===== src/rtl/core_sequencer_pkg.sv =====
// Shared definitions for the core sequencer: state encodings, latched decoder
// flags and parameter defaults used by both the RTL and the bench.
package core_sequencer_pkg;

  typedef enum logic [2:0] {
    ST_FETCH  = 3'd0,
    ST_DECODE = 3'd1,
    ST_EXEC   = 3'd2,
    ST_MEM    = 3'd3,
    ST_WB     = 3'd4,
    ST_HALT   = 3'd5
  } state_e;

  typedef struct packed {
    logic load;
    logic store;
    logic halt;
    logic wren;
  } dec_flags_t;

  localparam int CNT_W_DEF       = 32;
  localparam int ACK_TIMEOUT_DEF = 16;

endpackage


===== src/rtl/core_sequencer_if.sv =====
// Instruction/data memory handshake between the sequencer (master) and the
// memory side (slave).
interface core_sequencer_if;
  logic imem_req;
  logic imem_ack;
  logic dmem_req;
  logic dmem_we;
  logic dmem_ack;

  modport master (output imem_req, dmem_req, dmem_we, input imem_ack, dmem_ack);
  modport slave  (input imem_req, dmem_req, dmem_we, output imem_ack, dmem_ack);
endinterface


===== src/rtl/core_sequencer.sv =====
// Multi-cycle instruction sequencer with bounded memory-acknowledge waits.
//
// state  | meaning
// FETCH  | request instruction, wait for imem_ack
// DECODE | latch decoder flags, pick halt or execute
// EXEC   | route memory ops to MEM, others to WB
// MEM    | request data access, wait for dmem_ack
// WB     | register/PC writeback, retire instruction
// HALT   | stopped (err=1 if by timeout or bad state), left only by rst
module core_sequencer
  import core_sequencer_pkg::*;
#(
  parameter int CNT_W       = CNT_W_DEF,
  parameter int ACK_TIMEOUT = ACK_TIMEOUT_DEF
) (
  input  logic                  clk,
  input  logic                  rst,
  core_sequencer_if.master      mem,
  input  logic                  is_load,
  input  logic                  is_store,
  input  logic                  is_halt,
  input  logic                  wren,
  input  logic                  br_taken,
  output logic                  ir_we,
  output logic                  rf_we,
  output logic                  pc_we,
  output logic                  pc_sel_br,
  output logic [2:0]            state,
  output logic                  halted,
  output logic                  err,
  output logic [CNT_W-1:0]      retired_cnt
);

  localparam int WAIT_W = $clog2(ACK_TIMEOUT + 1);
  localparam logic [WAIT_W-1:0] WAIT_LAST = WAIT_W'(ACK_TIMEOUT - 1);

  state_e            state_q, state_d;
  dec_flags_t        flags_q, flags_d;
  logic [WAIT_W-1:0] wait_q, wait_d;
  logic [CNT_W-1:0]  cnt_q, cnt_d;
  logic              err_q, err_d;
  logic              imem_req_q, imem_req_d;
  logic              dmem_req_q, dmem_req_d;
  logic              dmem_we_q, dmem_we_d;
  logic              rf_we_q, rf_we_d;
  logic              pc_we_q, pc_we_d;
  logic              halted_q, halted_d;

  always_comb begin
    state_d = state_q;
    flags_d = flags_q;
    wait_d  = wait_q;
    cnt_d   = cnt_q;
    err_d   = err_q;

    unique case (state_q)
      ST_FETCH: begin
        // an ack in the last allowed cycle still wins over the timeout
        if (mem.imem_ack) begin
          state_d = ST_DECODE;
        end else if (wait_q == WAIT_LAST) begin
          state_d = ST_HALT;
          err_d   = 1'b1;
        end else begin
          wait_d = wait_q + 1'b1;
        end
      end
      ST_DECODE: begin
        flags_d = '{load: is_load, store: is_store, halt: is_halt, wren: wren};
        state_d = is_halt ? ST_HALT : ST_EXEC;
      end
      ST_EXEC: begin
        if (flags_q.halt) begin
          state_d = ST_HALT;
        end else if (flags_q.load || flags_q.store) begin
          state_d = ST_MEM;
          wait_d  = '0;
        end else begin
          state_d = ST_WB;
        end
      end
      ST_MEM: begin
        if (mem.dmem_ack) begin
          state_d = ST_WB;
        end else if (wait_q == WAIT_LAST) begin
          state_d = ST_HALT;
          err_d   = 1'b1;
        end else begin
          wait_d = wait_q + 1'b1;
        end
      end
      ST_WB: begin
        cnt_d   = cnt_q + 1'b1;
        state_d = ST_FETCH;
        wait_d  = '0;
      end
      ST_HALT: begin
        state_d = ST_HALT;
      end
      default: begin
        state_d = ST_HALT;
        err_d   = 1'b1;
      end
    endcase

    // Moore outputs are registered, so they are decoded from the next state
    imem_req_d = (state_d == ST_FETCH);
    dmem_req_d = (state_d == ST_MEM);
    dmem_we_d  = (state_d == ST_MEM) && flags_d.store;
    rf_we_d    = (state_d == ST_WB) && flags_d.wren && !flags_d.store;
    pc_we_d    = (state_d == ST_WB);
    halted_d   = (state_d == ST_HALT);
  end

  always_ff @(posedge clk or posedge rst) begin
    if (rst) begin
      state_q    <= ST_FETCH;
      flags_q    <= '0;
      wait_q     <= '0;
      cnt_q      <= '0;
      err_q      <= 1'b0;
      imem_req_q <= 1'b1;
      dmem_req_q <= 1'b0;
      dmem_we_q  <= 1'b0;
      rf_we_q    <= 1'b0;
      pc_we_q    <= 1'b0;
      halted_q   <= 1'b0;
    end else begin
      state_q    <= state_d;
      flags_q    <= flags_d;
      wait_q     <= wait_d;
      cnt_q      <= cnt_d;
      err_q      <= err_d;
      imem_req_q <= imem_req_d;
      dmem_req_q <= dmem_req_d;
      dmem_we_q  <= dmem_we_d;
      rf_we_q    <= rf_we_d;
      pc_we_q    <= pc_we_d;
      halted_q   <= halted_d;
    end
  end

  assign mem.imem_req = imem_req_q;
  assign mem.dmem_req = dmem_req_q;
  assign mem.dmem_we  = dmem_we_q;
  assign ir_we        = imem_req_q & mem.imem_ack;
  assign rf_we        = rf_we_q;
  assign pc_we        = pc_we_q;
  // branch select is only meaningful alongside the WB-only pc_we strobe
  assign pc_sel_br    = pc_we_q & br_taken;
  assign state        = state_q;
  assign halted       = halted_q;
  assign err          = err_q;
  assign retired_cnt  = cnt_q;

endmodule


===== src/flat_wrapper.sv =====
// flat-port wrapper written by rule: the top's interface ports become plain ports
module core_sequencer_flat import core_sequencer_pkg::*;
#(
  parameter int CNT_W       = CNT_W_DEF,
  parameter int ACK_TIMEOUT = ACK_TIMEOUT_DEF
)
  (clk, rst, is_load, is_store, is_halt, wren, br_taken, ir_we, rf_we, pc_we, pc_sel_br, state, halted, err, retired_cnt, mem_imem_req, mem_dmem_req, mem_dmem_we, mem_imem_ack, mem_dmem_ack);
  core_sequencer_if mem_i ();
  input  logic clk;
  input  logic rst;
  input  logic is_load;
  input  logic is_store;
  input  logic is_halt;
  input  logic wren;
  input  logic br_taken;
  output logic ir_we;
  output logic rf_we;
  output logic pc_we;
  output logic pc_sel_br;
  output logic [2:0] state;
  output logic halted;
  output logic err;
  output logic [CNT_W-1:0] retired_cnt;
  output wire logic [$bits(mem_i.imem_req)-1:0] mem_imem_req;
  output wire logic [$bits(mem_i.dmem_req)-1:0] mem_dmem_req;
  output wire logic [$bits(mem_i.dmem_we)-1:0] mem_dmem_we;
  input wire logic [$bits(mem_i.imem_ack)-1:0] mem_imem_ack;
  input wire logic [$bits(mem_i.dmem_ack)-1:0] mem_dmem_ack;
  assign mem_imem_req = mem_i.imem_req;
  assign mem_dmem_req = mem_i.dmem_req;
  assign mem_dmem_we = mem_i.dmem_we;
  assign mem_i.imem_ack = mem_imem_ack;
  assign mem_i.dmem_ack = mem_dmem_ack;
  core_sequencer #(.CNT_W(CNT_W), .ACK_TIMEOUT(ACK_TIMEOUT)) u_core (.clk(clk), .rst(rst), .mem(mem_i), .is_load(is_load), .is_store(is_store), .is_halt(is_halt), .wren(wren), .br_taken(br_taken), .ir_we(ir_we), .rf_we(rf_we), .pc_we(pc_we), .pc_sel_br(pc_sel_br), .state(state), .halted(halted), .err(err), .retired_cnt(retired_cnt));
endmodule

===== config.mk =====
export PLATFORM = sky130hd
export DESIGN_NAME = core_sequencer_flat
export DESIGN_NICKNAME = d
export VERILOG_FILES = /design/src/rtl/core_sequencer_pkg.sv /design/src/rtl/core_sequencer_if.sv /design/src/rtl/core_sequencer.sv /design/src/flat_wrapper.sv
export SDC_FILE = /design/constraint.sdc
export NUM_CORES = 1
export LEC_CHECK = 0
export BUFFER_PORTS_ARGS = -buffer_cell sky130_fd_sc_hd__buf_2
export CORE_UTILIZATION = 54
export DETAILED_ROUTE_END_ITERATION = 6
export GPL_TIMING_DRIVEN = 0
export PLACE_DENSITY = 0.79
export REMOVE_ABC_BUFFERS = 1
export SLEW_MARGIN = 40
export SYNTH_ARGS = -nofsm -noshare
export SYNTH_HDL_FRONTEND = slang
export SYNTH_SLANG_ARGS = --single-unit

===== constraint.sdc =====
create_clock -name clk -period 2.75 [get_ports clk]
set_input_delay 0.4125 -clock clk [delete_from_list [all_inputs] [get_ports clk]]
set_output_delay 0.4125 -clock clk [all_outputs]
set_load 0.02 [all_outputs]

Word-level counts from Yosys, hierarchy flattened
Cells that the tools add are included.

$add $sub $neg: 2. Eq/ne operators: 13. Muxes and demuxes: 18. Bitwise logic cells: 3. Reductions and logical operators: 11.

Operator list (number): $add A32 B1 Y32 const B (1); $mux W5 (5); $mux W3 (7); $pmux W5 S4 (1); $pmux W3 S5 (1); $eq A3 B3 Y1 const B (4); $eq A3 B2 Y1 const B (3); $logic_not A3 Y1 (2); $ne A2 B2 Y1 const B (3); $add A5 B1 Y5 const B (1); $eq A5 B4 Y1 const B (1); $reduce_and A5 Y1 (1); $reduce_bool A4 Y1 (1); $reduce_or A4 Y1 (1); $eq A3 B1 Y1 const B (1); $logic_and A1 B1 Y1 (3); $mux W1 (3); $pmux W1 S3 (1); $reduce_and A3 Y1 (1); $and A1 B1 Y1 (2); $ne A2 B1 Y1 const B (1); $logic_not A1 Y1 (1); $logic_or A1 B1 Y1 (1); $not A1 Y1 (1).

Flip-flop bits (word level): 51. Bits of input ports: 9. Output and inout port bits: 44. Logic and storage cells: 61.

Longest topological paths before layout
Gate-level depths: netlist of run 1.

Depth after elaboration: 7. Gate-level depth with buffers: 7.

Least setup slack after synthesis of run 1
No wires, ideal clock.

Kind: reg-to-reg. From: register u_core.wait_q[0]. To: register u_core.wait_q[0]. Library setup time: 0.125 ns. Arrival time: 1.950 ns. Required time: 2.625 ns. Path slack: 0.675 ns. Stages on the path, launching flop included: 8. Buffers on the path: 0. Period minus slack after synthesis: 2.075 ns. Cell sequence: dfrtp_1 ha_1 and3_1 ha_1 nor4_1 a211oi_2 or2_4 mux2_4.

Longest elaborated chain between the ends: 4. Elaborated cells on any way between the ends: 6.

RTL lines: from (decl) (RTL line core_sequencer.sv:39) `logic [WAIT_W-1:0] wait_q, wait_d;`; from (signal assigned) (RTL line core_sequencer.sv:131) `wait_q <= wait_d;`; $add A5 B1 Y5 / $eq A5 B4 Y1 (equally long branches); $mux W5 * (RTL line core_sequencer.sv:61, core_sequencer.sv:85); $mux W5, on equally long branches (RTL line core_sequencer.sv:83, core_sequencer.sv:59); $pmux W5 S4 * (RTL line core_sequencer.sv:56) `unique case (state_q)`.

Mark *: on every way between the ends. The rest lies on a longest branch, timed or not. The select of a mux whose other input is x is not followed. A chain may end at the register's enable or synchronous reset.

Worst setup path in the final report of run 1
Same ends and word-level chain as after synthesis.

==> metrics, run 1 <==
max layer used=met4; Max Fclk=0.440 GHz; Static Leak=approximately 1.4 nW; Crit Path Class=register to register; relative slew slack=around three fifths; Layout area overhead=16.1%; top post-synthesis cells by area=dfrtp_1, xnor2_1, nand4_1; Cells after Synth=between 200 and 250; most frequent cells in the layout=buf_2, dfrtp_1, xnor2_1, nand3_1, nand2_1; Critical Path RT=slightly below 3 ns; CTS tree=yes; post_cts resized=0; crit path max fanout=7; worst slew pin tran=slightly above 0.6 ns; initial antenna violation count=0; layout cell share with drive strength beyond 1=approximately 30%; Seq cells post-synth=approximately 50; num rows=24; YS warnings=0; FILL cells=337; period utilization=between 80% and 90%; commonest non-fill, non-tap cell in the layout=buf_2; total track usage=20.0%; Mapped Area=2500 µm²; met1 WL=1.98 mm; crit path max-delay cell type=dfrtp_1; area share of the largest cell type after synthesis=about half; CP arrival=between 2 and 2.5 ns; Congestion Overflow GR=0; met2 WL post-DR=between 2 and 2.5 mm; # DRC=0; sequential area share after synthesis=between 50% and 60%; pwr dens=roughly 840 nW/µm²; Final nets=approximately 290; Synth area leader=dfrtp_1; Final HPWL DP=between 3 and 4 mm; Worst Hold Class=input port to register; Final Hold Violating Endpoints=0; Die Wd=about 70 µm; DRT iter0 DRCs=85; Longest Clk Path Bufs=2; Most Frequent Cell on Critical Path=ha_1; final max-slew violation count=0; Post-synth EDFFs=0; Max Cap Violations=0; Netlist cell types=46; WL per Instance=around 14 µm; Cell Chain, Critical Path=ha_1 -> and3_1 -> ha_1 -> nor4_1 -> a211oi_2 -> or2_4 -> mux2_4; CTS HTree Levels=2; Worst VDD drop=about 0.00056 V; Initial Utilization=between 50% and 60%; root buf cell=clkbuf_8; Routed Antenna Nets=0; n_diodes=0; die height=between 70 and 80 µm; Clock Skews=0.00726 ns; async set or reset register ratio after synthesis=100%; Finished Layout Cells=roughly 330; WL final=between 4 and 5 mm; Critical Path Max Stage Delay=approximately 0.42 ns; Reg clk slew, reported paths=about 0.090 ns; drt first pass iters=4; worst skew pair latency=about 0.3 ns; critical path launch point type=register; design area=approximately 2900 µm²; Via-to-Cell Ratio=5.67; DIE AREA=about 4900 µm²; number of global-route vias before repair=around 1800; WL met3=between 150 and 200 µm; number of CTS-inserted buffers=5; Port Buffers=52; unrepaired setup endpoints after global routing=no; CTS sink count=slightly above 50; Setup Viol. Count Final=0; first-pass GRT wire length=around 8 mm; Final Util=65.8%; pin count of the biggest net entering global routing=between 40 and 50; io pins=between 50 and 60; syn avg cell area=about 11 µm²; setup TNS=0 ns; placed cell area=approximately 2800 µm²; Final min period=2.27 ns; Most used DFF post-synth=dfrtp_1; outcome=finished clean; placed cells=319; crit end category=register; via count=1861; routability cong.=between 0.8 and 0.9; core region area=4410 µm²
-- final cells by class --
cell class	count	area (µm²)	share of cell area [%]
Inverter	5	21.3	0.733
Clock inverter	2	12.5	0.431
Timing Repair Buffer	54	290	10.0
Tap cell	52	65.1	2.24
Multi-Input combinational cell	158	1160	40.1
Clock buffer	6	72.6	2.50
Sequential cell	51	1280	44.0
-- stage by stage --
stage	hold WS [ns]	worst slack [ns]	total power (W)
after detailed placement	0.324	0.466	0.00205
after floorplan	0.462	0.674	0.00180
after global placement	0.461	0.524	0.00201
after global routing	0.355	0.296	0.00260
final	0.353	0.476	0.00244
after CTS	0.346	0.441	0.00246
-- flip-flops by register name, summed over array words and instances (netlist names) --
signal and flops:
u_core.wait_q 5, u_core.halted 1, u_core.mem.imem_req 1, u_core.retired_cnt 32
u_core.flags_q 4, u_core.mem.dmem_we 1, u_core.mem.dmem_req 1, u_core.state 3
u_core.pc_we 1, u_core.rf_we 1, u_core.err 1
-- worst max-delay path: cells and delay by family (launching register included) --
kind / cells / cell delay (ns)
flip-flops: 1 / 0.42
AO/OA/AOI/OAI: 1 / 0.12
multiplexers: 1 / 0.30
AND/OR/NAND/NOR: 3 / 0.85
adder cells (fa/ha/maj): 2 / 0.48
-- kinds of logic after synthesis --
family,Yosys count,synth area share (%)
buf+inv,11,2.40
flops,51,51.1
mux,6,2.85
xor+xnor,32,11.2
compound gates,22,6.55
simple gates,95,24.4
fa+ha+maj,3,1.50
-- worst paths after layout --
path                                         from                      to  slack [ns]  depth (start not counted)
hold / removal                            is_load       u_core.flags_q[3]        0.35                          2
setup / recovery                 u_core.wait_q[0]        u_core.wait_q[0]        0.48                          7
setup reg to reg                 u_core.wait_q[0]        u_core.wait_q[0]        0.48                          7
hold reg to reg            u_core.retired_cnt[31]  u_core.retired_cnt[31]        0.48                          1
min in group asynchronous                     rst  u_core.retired_cnt[17]        0.55                          3
max in group asynchronous                     rst     u_core.mem.imem_req        1.71                          4
-- timing repair --
action,in CTS,in global routing
hold endpoints to repair,9,0
setup endpoints to repair,0,0
setup buffers,0,0
hold buffers,1,0
-- Yosys cell counts (all sizes together), types with 6 or more instances --
cell	instances
xnor2	25
nor4	6
nand2	14
nor2	11
dfrtp	50
mux2	6
xor2	7
nand3	14
nand4	13
-- power breakdown --
| part | leakage [nW] | switching [W] | total [W] | internal [W] |
|---|---|---|---|---|
| logic | 0.679 | 0.000479 | 0.000889 | 0.000410 |
| clock network | 0.0412 | 0.000231 | 0.000409 | 0.000178 |
| registers | 0.676 | 0.000234 | 0.00114 | 0.000907 |
-- layer usage --
metal	vias up	track usage, %
li1	896	-
met1	919	24.4
met2	40	35.4
met3	6	4.33
met4	0	6.22
met5	-	0
Note: power is estimated with default switching activity, not from simulation.
==> run 2, diff against run 1 <==
--- a/config.mk
+++ b/config.mk
@@ -6,10 +6,10 @@
 export NUM_CORES = 1
 export LEC_CHECK = 0
 export BUFFER_PORTS_ARGS = -buffer_cell sky130_fd_sc_hd__buf_2
-export CORE_UTILIZATION = 54
+export CORE_UTILIZATION = 49
 export DETAILED_ROUTE_END_ITERATION = 6
 export GPL_TIMING_DRIVEN = 0
-export PLACE_DENSITY = 0.79
+export PLACE_DENSITY = 0.76
 export REMOVE_ABC_BUFFERS = 1
 export SLEW_MARGIN = 40
 export SYNTH_ARGS = -nofsm -noshare
==> constraint.sdc (replaced) <==
create_clock -name clk -period 2 [get_ports clk]
set_input_delay 0.3 -clock clk [delete_from_list [all_inputs] [get_ports clk]]
set_output_delay 0.3 -clock clk [all_outputs]
set_load 0.02 [all_outputs]
==> run 2 against run 1 <==
Net effect: register-to-register slack lost 0.47 ns; design area grew 4.4%; total power grew 49%; sequential share of layout area shrank 1.7 points; sequential power grew 39%; hold slack lost 0.12 ns; critical path depth is the same; die area grew 9.9%; utilization shrank 2.8 points; clock skew grew 0.0024 ns; largest power group unchanged; highest routed layer unchanged.
==> metrics, run 2 (synthesis gave the netlist of run 1 again) <==
initial antenna violation count=0; Initial Utilization=between 50% and 60%; met2 Use GR=a little under a third; crit path max-delay cell type=dfrtp_1; Routed Antenna Nets=0; WL final=4.96 mm; Setup Viol. Count Final=0; Longest Clk Path Bufs=2; unrepaired setup endpoints after global routing=yes; Worst VDD drop=around 0.00088 V; grt peak-use layer=met2; M1 GR Usage=approximately a quarter; core region area=4820 µm²; Layout area overhead=21.2%; max reg flops=32; total track usage=between 10% and 20%; WL per Instance=approximately 14 µm; Final Util=62.9%; io pins=53; placed cell area=about 2800 µm²; routability cong.=0.791; root buf cell=clkbuf_8; multi-input logic area=between 1000 and 1500 µm²; commonest non-fill, non-tap cell in the layout=buf_2; DRT iter0 DRCs=99; Max Fclk=around 0.5 GHz; layout cell share with drive strength beyond 1=34.8%; Critical Path Max Stage Delay=between 0.3 and 0.4 ns; number of global-route vias before repair=roughly 1700; design area=a little over 3000 µm²; Clock Skews=~0.0097 ns; Crit Path Class=register to register; PnR worst setup slack=between 0.005 and 0.006 ns; pre-CTS setup slack=-0.232 ns; outcome=finished clean; Final Hold Violating Endpoints=0; drt first pass iters=4; relative slew slack=between 60% and 70%; DIE AREA=approximately 5400 µm²; CP arrival=around 2.2 ns; Congestion Overflow GR=0; critical path launch point type=register; Via-to-Cell Ratio=roughly 5.3; # DRC=0; CTS tree=yes; n_diodes=0; Storage cell area=between 1000 and 1500 µm²; number of CTS-inserted buffers=5; num rows=25; final max-slew violation count=0; Cell Chain, Critical Path=ha_2 -> and3_4 -> ha_4 -> nor4_2 -> a211oi_2 -> or2_4 -> mux2_4; FILL cells=between 400 and 500; Final HPWL DP=3.33 mm; CTS sink count=a little over 50; Final min period=~2 ns; Die Wd=approximately 73 µm; PnR Total Power=around 0.0036 W; worst slew pin tran=roughly 0.54 ns; most frequent cells in the layout=buf_2, dfrtp_1, xnor2_1, nand3_1, nand2_1; die height=approximately 73 µm; Critical Path RT=roughly 2.2 ns; Reg clk slew, reported paths=0.09 ns; CTS HTree Levels=2; crit path max fanout=7; Worst Hold Class=input port to register; via count=~1900; Final nets=between 200 and 300; first-pass GRT wire length=about 7.9 mm; M3 GR Usage=under 10%; Max Cap Violations=0; Static Leak=approximately 1.4 nW; period utilization=between 90% and 100%; pwr dens=between 1000 and 1500 nW/µm²; worst skew pair latency=roughly 0.3 ns; crit end category=register; pin count of the biggest net entering global routing=43; Port Buffers=52
[run 2: area by class of cell]
cell class | instances | share of cell area [%]
sequential | 51 | 42.3
multi-input combinational | 158 | 40.1
timing repair buffer | 60 | 11.1
clock buffer | 7 | 2.85
tap | 67 | 2.77
inverter | 5 | 0.702
clock inverter | 1 | 0.289
[run 2: stage by stage]
stage               std cells  hold slack [ns]  TNS, ns
finish                    349            0.230        0
global route              349            0.227  -0.0425
CTS                       345            0.231        0
detailed placement        334            0.211    -1.31
global placement          333            0.452    -8.43
floorplan                 214            0.452  -0.0903
[run 2: final timing paths]
| kind | startpoint | end | slack (ns) | cells past startpoint |
|---|---|---|---|---|
| worst min-delay path | is_load | u_core.flags_q[3] | 0.23 | 2 |
| worst max register to register | u_core.wait_q[0] | u_core.wait_q[0] | 0.005 | 7 |
| worst max-delay path | u_core.wait_q[0] | u_core.wait_q[0] | 0.005 | 7 |
| min in group asynchronous | rst | u_core.pc_we | 0.44 | 3 |
| worst min register to register | u_core.retired_cnt[31] | u_core.retired_cnt[31] | 0.47 | 1 |
| max in group asynchronous | rst | u_core.retired_cnt[6] | 1.12 | 4 |
[run 2: power by group]
group	switching [W]	internal (W)
combinational	0.000745	0.000674
clock	0.000330	0.000284
sequential	0.000339	0.00125
[run 2: routing by layer]
metal / share of wire (%) / up-vias
met5: 0 / -
met4: 1.0 / 0
met3: 4.4 / 7
met2: 50 / 51
met1: 45 / 905
li1: - / 904
[run 2: repair_timing]
item                                    CTS  global route
endpoints found under the setup margin   22            24
endpoints found under the hold margin     8             0
hold buffers                              1             0
pin swaps                                 5             5
setup buffers                             2             4
gates resized for setup                   7             6
[run 2: worst max-delay path: cells and delay by family, from the launching register on]
family	cells	cell delay, ns
AO/OA/AOI/OAI	1	0.36
adder cells (fa/ha/maj)	2	0.37
flip-flops	1	0.38
multiplexers	1	0.30
AND/OR/NAND/NOR	3	0.47
==> run 3, diff against run 2 <==
==> constraint.sdc (replaced) <==
create_clock -name clk -period 1.75 [get_ports clk]
set_input_delay 0.2625 -clock clk [delete_from_list [all_inputs] [get_ports clk]]
set_output_delay 0.2625 -clock clk [all_outputs]
set_load 0.02 [all_outputs]
==> run 3 against run 2 <==
Net effect: the run now ends with setup timing left; design area up 6.4%; wire length up 8.0%; clock skew shrank 0.00060 ns; utilization grew 4.0 points; first-iteration DRC count increased by 25%; non-clock buffer count rose by 13; largest cell class is now multi-input gates; combinational power up 44%; sequential share of layout area decreased by 2.3 points; critical path type unchanged; hold slack worse by 0.038 ns; critical path depth did not move; register-to-register slack worse by 0.20 ns.
==> metrics, run 3 (synthesis gave the netlist of run 1 again) <==
WL per Instance=14.8 µm; io pins=53; hold path depth=2; DIE AREA=roughly 5400 µm²; unrepaired setup endpoints after global routing=yes; Congestion Overflow GR=0; relative slew slack=between 70 and 80%; Static Leak=roughly 1.5 nW; max reg flops=32; die height=approximately 73 µm; total track usage=19.8%; outcome=finished with violations; Setup Viol. Count Final=9; failing checks=setup timing; Max Cap Violations=0; Reg2Reg Setup Slack=-0.20 ns; CTS HTree Levels=2; Max Fclk=just over 0.5 GHz; routability cong.=just under 0.8; Routed Antenna Nets=0; Longest Clk Path Bufs=2; WL final=around 5.4 mm; core region area=a little under 5000 µm²; Hold Crit Endpoint=u_core.flags_q[3]; worst skew pair latency=~0.3 ns; via count=1973; Final nets=just over 300; Critical Path RT=1.93 ns; Final Hold Violating Endpoints=0; num rows=25; number of global-route vias before repair=approximately 1800; CTS sink count=51; beginning of the worst hold path=is_load; Worst VDD drop=slightly below 0.001 V; # DRC=0; Via-to-Cell Ratio=approximately 5.5; n_diodes=0; Final HPWL DP=3.33 mm; FILL cells=376; DRT iter0 DRCs=between 100 and 150; Layout area overhead=29.0%; Final Util=67.0%; Initial Utilization=between 50% and 60%; R2R Path End=u_core.wait_q[0]; number of CTS-inserted buffers=5; final max-slew violation count=0; crit end category=register; r2r startpoint=u_core.wait_q[1]; CP arrival=~2.1 ns; layout cell share with drive strength beyond 1=41.0%; Clock Skews=~0.0091 ns; commonest non-fill, non-tap cell in the layout=buf_2; Worst Hold Class=input port to register; critical path launch point type=register; most frequent cells in the layout=buf_2, dfrtp_1, xnor2_1, buf_4; worst slew pin tran=~0.43 ns; first-pass GRT wire length=about 8.2 mm; setup TNS=-1.09 ns; drt first pass iters=4; pwr dens=roughly 1400 nW/µm²; initial antenna violation count=0; Worst R2R Path Depth=7; PnR worst setup slack=-0.198 ns; crit path max fanout=5; Reg clk slew, reported paths=about 0.09 ns; CTS tree=yes; Port Buffers=52; pin count of the biggest net entering global routing=43; period utilization=111%; Final min period=1.95 ns; Die Wd=73.4 µm; root buf cell=clkbuf_8; Crit Path Class=register to register; WHS=between 0.15 and 0.2 ns
run 3: power breakdown:
group | leakage (nW) | switching, W | internal [W]
clock | 0.0484 | 0.000378 | 0.000325
sequential | 0.672 | 0.000401 | 0.00145
combinational | 0.789 | 0.00103 | 0.00102
run 3: layout make-up:
class	instances	area [µm²]	share of cell area [%]
clock buffer	7	86.3	2.68
clock inverter	1	8.76	0.272
inverter	5	21.3	0.659
multi-input combinational	158	1300	40.3
sequential	51	1290	40.0
tap	67	83.8	2.60
timing repair buffer	73	437	13.5
run 3: how the worst max path moves through the flow:
stage | start | endpoint | slack (ns)
final | u_core.wait_q[1] | u_core.wait_q[0] | -0.20
after floorplan | u_core.wait_q[0] | u_core.wait_q[0] | -0.33
after CTS | u_core.wait_q[1] | u_core.wait_q[0] | -0.15
after detailed placement | u_core.wait_q[0] | u_core.wait_q[0] | -0.48
after global placement | u_core.wait_q[0] | u_core.wait_q[0] | -0.45
after global routing | u_core.wait_q[1] | u_core.wait_q[0] | -0.27
run 3: routing by layer:
| metal | part of all wire, % | vias up | GRT usage [%] |
|---|---|---|---|
| met5 | 0 | - | 0 |
| met1 | 42 | 964 | 25.2 |
| li1 | - | 935 | - |
| met4 | 0.95 | 0 | 7.26 |
| met3 | 5.3 | 7 | 4.80 |
| met2 | 51 | 67 | 32.5 |
run 3: worst max-delay path: stages (launching register included):
cell and delay, ns:
dfrtp_1 0.41, ha_2 0.20, and3_4 0.19, ha_4 0.19, nor4_4 0.19, a211oi_4 0.09
or2_4 0.27, mux2_4 0.30
run 3: what timing repair did:
action                                  in CTS  in global routing
pin swaps                                   10                  5
setup buffers                                9                 10
hold endpoints to repair                     8                  0
hold buffers                                 1                  0
endpoints found under the setup margin      32                 20
gates resized for setup                     13                 20
run 3: through the flow:
| stage | cells | total power (W) | area, µm² | setup slack (ns) |
|---|---|---|---|---|
| 6_report | 362 | 0.00461 | 3230 | -0.198 |
| 2_1_floorplan | 214 | 0.00283 | 2460 | -0.326 |
| 4_1_cts | 352 | 0.00412 | 3060 | -0.146 |
| 3_3_place_gp | 333 | 0.00319 | 2800 | -0.446 |
| 5_1_grt | 362 | 0.00488 | 3230 | -0.265 |
| 3_5_place_dp | 334 | 0.00325 | 2830 | -0.482 |
